### config.mk
export PLATFORM = sky130hd
export DESIGN_NAME = pc_window_profiler
export DESIGN_NICKNAME = d
export VERILOG_FILES = /design/src/rtl/pc_window_profiler.sv
export SDC_FILE = /design/constraint.sdc
export NUM_CORES = 1
export LEC_CHECK = 0
export ABC_AREA = 0
export CELL_PAD_IN_SITES_DETAIL_PLACEMENT = 0
export CELL_PAD_IN_SITES_GLOBAL_PLACEMENT = 1
export CORE_MARGIN = 4
export CORE_UTILIZATION = 43
export CTS_BUF_LIST = sky130_fd_sc_hd__clkbuf_8
export DETAILED_ROUTE_END_ITERATION = 12
export PLACE_DENSITY = 0.81
export SLEW_MARGIN = 20
export SYNTH_ARGS = -nofsm -noshare
export SYNTH_HDL_FRONTEND = slang
export SYNTH_SLANG_ARGS = --single-unit
### constraint.sdc
create_clock -name clk -period 2.2 [get_ports clk]
set_input_delay 0.22 -clock clk [delete_from_list [all_inputs] [get_ports clk]]
set_output_delay 0.22 -clock clk [all_outputs]
set_load 0.05 [all_outputs]
### src/rtl/pc_window_profiler.sv
// pc_window_profiler
//   Multi-channel cycle profiler that watches the processor PC. Each channel
//   counts enabled cycles between a programmable start PC and stop PC. It
//   supports single-shot and repeat (accumulate) modes. Cycle and hit counters
//   saturate and set a sticky overflow flag.
//
// Ports
//   clk, reset            rising-edge clock, synchronous active-high reset
//   enable, pc            processor enable and current program counter
//   cfg_we/cfg_sel/...    per-channel start/stop/repeat configuration write
//   arm, clear            per-channel control pulses (clear beats arm)
//   rd_sel                readback channel select
//   rd_count/rd_hits/rd_state  registered readback of the selected channel
//   done, overflow        per-channel status (done decoded from state)

// One profiling window: FSM, counters and configuration registers.
module pc_window_channel #(
  parameter int ADDR_WIDTH  = 8,
  parameter int COUNT_WIDTH = 32
) (
  input  logic                   clk,
  input  logic                   reset,
  input  logic                   enable,
  input  logic [ADDR_WIDTH-1:0]  pc,
  input  logic                   cfg_we,
  input  logic [ADDR_WIDTH-1:0]  cfg_start,
  input  logic [ADDR_WIDTH-1:0]  cfg_stop,
  input  logic                   cfg_repeat,
  input  logic                   arm,
  input  logic                   clear,
  output logic [COUNT_WIDTH-1:0] count,
  output logic [15:0]            hits,
  output logic [1:0]             state,
  output logic                   done,
  output logic                   overflow
);
  localparam logic [1:0] ST_IDLE    = 2'd0;
  localparam logic [1:0] ST_ARMED   = 2'd1;
  localparam logic [1:0] ST_RUNNING = 2'd2;
  localparam logic [1:0] ST_DONE    = 2'd3;

  localparam logic [COUNT_WIDTH-1:0] COUNT_MAX = '1;

  logic [ADDR_WIDTH-1:0] start_pc;
  logic [ADDR_WIDTH-1:0] stop_pc;
  logic                  rep;
  logic                  quiet;

  // Configuration may only change while the window is not in flight.
  assign quiet = (state == ST_IDLE) || (state == ST_DONE);
  assign done  = (state == ST_DONE);

  always_ff @(posedge clk) begin
    if (reset) begin
      state    <= ST_IDLE;
      count    <= '0;
      hits     <= '0;
      overflow <= 1'b0;
      start_pc <= '0;
      stop_pc  <= '0;
      rep      <= 1'b0;
    end else begin
      if (cfg_we && quiet) begin
        start_pc <= cfg_start;
        stop_pc  <= cfg_stop;
        rep      <= cfg_repeat;
      end
      if (clear) begin
        state    <= ST_IDLE;
        count    <= '0;
        hits     <= '0;
        overflow <= 1'b0;
      end else begin
        case (state)
          ST_IDLE: if (arm) state <= ST_ARMED;
          // The start-match cycle is not counted and is never a stop match,
          // which makes start==stop measure the gap between visits.
          ST_ARMED: if (enable && pc == start_pc) state <= ST_RUNNING;
          ST_RUNNING: begin
            if (enable) begin
              if (count == COUNT_MAX) overflow <= 1'b1;
              else                    count    <= count + COUNT_WIDTH'(1);
              if (pc == stop_pc) begin
                if (hits == 16'hFFFF) overflow <= 1'b1;
                else                  hits     <= hits + 16'd1;
                // Repeat keeps the count so successive windows accumulate.
                state <= rep ? ST_ARMED : ST_DONE;
              end
            end
          end
          default: if (arm) state <= ST_ARMED; // DONE: re-arm keeps totals
        endcase
      end
    end
  end
endmodule

module pc_window_profiler #(
  parameter int ADDR_WIDTH   = 8,
  parameter int COUNT_WIDTH  = 32,
  parameter int NUM_CHANNELS = 4,
  parameter int SEL_WIDTH    = (NUM_CHANNELS > 1) ? $clog2(NUM_CHANNELS) : 1
) (
  input  logic                    clk,
  input  logic                    reset,
  input  logic                    enable,
  input  logic [ADDR_WIDTH-1:0]   pc,
  input  logic                    cfg_we,
  input  logic [SEL_WIDTH-1:0]    cfg_sel,
  input  logic [ADDR_WIDTH-1:0]   cfg_start,
  input  logic [ADDR_WIDTH-1:0]   cfg_stop,
  input  logic                    cfg_repeat,
  input  logic [NUM_CHANNELS-1:0] arm,
  input  logic [NUM_CHANNELS-1:0] clear,
  input  logic [SEL_WIDTH-1:0]    rd_sel,
  output logic [COUNT_WIDTH-1:0]  rd_count,
  output logic [15:0]             rd_hits,
  output logic [1:0]              rd_state,
  output logic [NUM_CHANNELS-1:0] done,
  output logic [NUM_CHANNELS-1:0] overflow
);
  logic [NUM_CHANNELS-1:0][COUNT_WIDTH-1:0] ch_count;
  logic [NUM_CHANNELS-1:0][15:0]            ch_hits;
  logic [NUM_CHANNELS-1:0][1:0]             ch_state;
  logic                                     rd_valid;

  for (genvar g = 0; g < NUM_CHANNELS; g++) begin : g_ch
    // An out-of-range cfg_sel matches no channel, so the write is dropped.
    logic cfg_hit;
    assign cfg_hit = cfg_we && (cfg_sel == SEL_WIDTH'(g));

    pc_window_channel #(
      .ADDR_WIDTH (ADDR_WIDTH),
      .COUNT_WIDTH(COUNT_WIDTH)
    ) u_ch (
      .clk       (clk),
      .reset     (reset),
      .enable    (enable),
      .pc        (pc),
      .cfg_we    (cfg_hit),
      .cfg_start (cfg_start),
      .cfg_stop  (cfg_stop),
      .cfg_repeat(cfg_repeat),
      .arm       (arm[g]),
      .clear     (clear[g]),
      .count     (ch_count[g]),
      .hits      (ch_hits[g]),
      .state     (ch_state[g]),
      .done      (done[g]),
      .overflow  (overflow[g])
    );
  end

  assign rd_valid = (int'(rd_sel) < NUM_CHANNELS);

  always_ff @(posedge clk) begin
    if (reset || !rd_valid) begin
      rd_count <= '0;
      rd_hits  <= '0;
      rd_state <= '0;
    end else begin
      rd_count <= ch_count[rd_sel];
      rd_hits  <= ch_hits[rd_sel];
      rd_state <= ch_state[rd_sel];
    end
  end
endmodule

==> impl_metrics.toml <==
[run_status]
status = "finished, final reports clean"

[logic_synthesis]
synth_area_per_cell_um2 = 8.83
async_reset_ff_share_pct = 0
synthMuxAreaShare_pct = 7.43
yosysWarnings = 0
synth-edff-count = 0
synth_ff_type = "dfxtp_1"
synthXorXnorAreaFrac_pct = 11.8
synth_fa_ha_area_share_pct = 1.95
syn-cell-area_mm2 = 0.0154
syn_inst = 1745
synth_top_family_by_area = "simple AND/OR/NAND/NOR gates"
ys_types = 52
synth_nets = 1810
ys_seq_elements = 322
yosysSeqAreaShare_pct = 41.8
synth-simple-area-share_pct = 26.7
synth_compound_area_share_pct = 6.74

[worst_setup_path]
arrival_ns = 2.71
start_kind = "flop"
cp.buffers_inverters = 1
r2r_slack_ns = 0.06
crit_chain = "inv_2 -> ha_4 -> nand2_2 -> or4_4 -> or3b_4 -> or4_1 -> nand2_1"
crit_fanout = 7
crit_family = "simple AND/OR/NAND/NOR gates"
cp_slowest_stage_delay_ns = 0.58
worst-r2r-cell-count = 7
crit_path_top_delay_cell = "or4_4"
r2r_end = "g_ch[0].u_ch.hits[14]$_SDFFE_PP0P_"
crit_required_ns = 2.77
crit_type = "flop to flop"
r2r-start = "g_ch[0].u_ch.state[0]$_SDFFE_PP0P_"
end_kind = "flop"

[finish]
antenna-diode-count = 0
area.sequential_mm2 = 0.00645
nets = 2069
multiInputGateArea_mm2 = 0.00858
drive_above_1_share_pct = 18.4
n_fill_cell = 3239
area_growth_syn_to_layout_pct = 25.6

[timing]
worst_pin_slew_ns = 0.904
skew_ns = 0.0146
hold_ws_ns = 0.226
fin_crit_sh_pct = 97.4
final_hold_viol_count = 0
max_freq_mhz = 467
setup_tns_ns = 0
max_slew_margin_pct = 39.5
setup_viol = 0
slew_violations = 0
fin_crit_ns = 2.14
grt_setup_unrepaired = "yes"

[flow_run]
drv_cap = 0

[detailed_routing]
wire_per_inst_um = 17.9
drc = 0
ant_nets = 0
drt_iter0_markers = 959
vias_per_cell = 5.42
vias = 13583
wl_um = 44900
dr.pass1.iters = 6

[worst_hold_path]
holdCritPathClass = "primary input to flop"
hold_start = "cfg_stop[0]"
hold_depth = 3
hold_end = "g_ch[2].u_ch.stop_pc[0]$_SDFFE_PP0P_"

[global_routing]
grt_pass1_wl_um = 71400
grt_max_degree = 93
grt_overflow = 0
antenna_found_initial = 0
grt_usage_pct = 22.8
grt_pass1_vias = 13254

[die]
die-area_mm2 = 0.0389
core_area_mm2 = 0.0355
io_pins = 99
rows = 69
initial_core_util_pct = 43.4
fp.dieW_um = 197
die_h_um = 197

[clock_network]
clk_latency_ns = 0.64
cts_buffer_depth = 3
clock-root-buffer = "clkbuf_8"
clk_pin_slew_ns = 0.06
cts_tree = "yes"
cts_buffers = 57
numClockSinks = 322
ctsHtreeMaxLevel = 2

[pwr]
vdd_ir_drop_max_v = 0.000454
p_leak_nw = 7.02
power_density_mw_per_mm2 = 618

[placed_design]
port_buffers = 98
hpwl_um = 33100
place.gp.congestion = 0.875
## cells in the final DEF (no fill, tap or decap), drive strengths merged, types with 31 or more instances in the layout
cell type,n
dfxtp,322
nor2b,55
mux4,50
nand3,78
o21ai,34
clkdlybuf4s50,90
nand2,219
or3,37
inv,56
a21oi,112
nor2,188
and3,38
xor2,132
buf,201
nor3,31
clkbuf,68
xnor2,76
nand4,90
## state kept, by name (all words and copies together), names as in the netlist
name and flops:
g_ch.u_ch.count 128, g_ch.u_ch.hits 64, g_ch.u_ch.start_pc 32, g_ch.u_ch.stop_pc 32, rd_count 32, rd_hits 16
g_ch.u_ch.state 8, g_ch.u_ch.overflow 4, g_ch.u_ch.rep 4, rd_state 2
## per-layer routing
metal  vias to the layer above  wire length (um)  global-route usage (%)
met5                         -                 0                       0
met4                         0               967                    5.39
met3                        69              2910                    4.71
met2                       371             20900                    37.1
met1                      6534             20200                    31.4
li1                       6609                 -                       -
## where the power goes
group | internal [mW] | switching, mW
clock | 2.89 | 2.49
sequential | 5.88 | 0.0302
combinational | 0.274 | 0.392
## what timing repair did
action,CTS,global route
setup endpoints to repair,20,76
gates resized for setup,8,32
pin swaps,0,12
hold endpoints to repair,26,0
hold buffers,1,0
setup buffers,0,7
## kinds of logic after synthesis
group,count (synthesis)
and+or+nand+nor,827
DFF,322
xor gates and xnor gates,208
AOI/OAI and AO/OA,184
buffers and inverters,128
muxes,52
adders and majority gates,24
## Yosys cell counts (2+ instances only)
cell         n  area (um^2)
o41ai_1      3         26.3
o211ai_1     5         37.5
o2bb2ai_1    2         17.5
nand3_1     78          390
and4_1      17          149
a31oi_1      4         25.0
inv_1       31          116
and2_1      12         75.1
o31ai_1      5         37.5
nor4b_1      4         35.0
buf_4        9         67.6
buf_2        7         35.0
nor2b_1     55          344
or3_1       37          231
mux2i_1      2         20.0
buf_1        4         15.0
nand4b_1     4         35.0
clkbuf_1    74          278
buf_6        3         33.8
dfxtp_1    322         6450
nand4_1     90          563
a21oi_1    112          561
ha_1        24          300
or2_2        8         50.1
xnor2_1     76          666
nor2_1     188          706
nor4_1      24          150
o21bai_1     2         15.0
mux4_2      50         1130
a22o_1       2         17.5
nor3b_1      5         37.5
nand2_1    219          822
o21ai_0     34          170
or4_1       10         75.1
a41o_1       3         30.0
a211oi_1     5         37.5
nor3_1      31          155
and3_1      38          238
xor2_1     132         1160
nand3b_1     2         15.0
## stage by stage
step | util (%) | power, mW | instance area, um^2 | setup WS, ns | cells
6_report | 54.6 | 12.0 | 19400 | 0.0578 | 2507
3_3_place_gp | 50.9 | 6.69 | 18100 | -0.453 | 2398
2_1_floorplan | - | 6.42 | 15400 | -0.000552 | 1745
4_1_cts | 54.1 | 12.1 | 19200 | 0.00726 | 2500
5_1_grt | 54.6 | 12.4 | 19400 | -0.0568 | 2507
3_5_place_dp | 50.9 | 6.70 | 18100 | -0.473 | 2398
## tightest hold or removal path, delay by kind of cell
family | cells | cell delay [ns]
AND/OR/NAND/NOR | 1 | 0.08
AO/OA/AOI/OAI | 1 | 0.05
buffers and inverters | 1 | 0.46
## area by class of cell
type                       instances  share of cell area, %
tap                              461                   2.98
sequential                       322                   33.3
timing repair buffer             297                   13.1
inverter                          31                  0.601
clock buffer                      68                   4.83
multi-input combinational       1295                   44.3
clock inverter                    33                  0.847
## how the worst max path moves through the flow
stage                                               to                                start  cells after the start
finish              g_ch[0].u_ch.hits[14]$_SDFFE_PP0P_   g_ch[0].u_ch.state[0]$_SDFFE_PP0P_                      7
global route        g_ch[2].u_ch.count[4]$_SDFFE_PP0P_  g_ch[2].u_ch.count[19]$_SDFFE_PP0P_                      7
CTS                 g_ch[1].u_ch.count[9]$_SDFFE_PP0P_   g_ch[1].u_ch.count[0]$_SDFFE_PP0P_                      8
detailed placement   g_ch[2].u_ch.hits[9]$_SDFFE_PP0P_                                pc[1]                      9
global placement     g_ch[2].u_ch.hits[9]$_SDFFE_PP0P_                                pc[1]                      9
floorplan           g_ch[0].u_ch.hits[14]$_SDFFE_PP0P_   g_ch[0].u_ch.state[0]$_SDFFE_PP0P_                      9
Note: power is estimated with default switching activity, not from simulation.
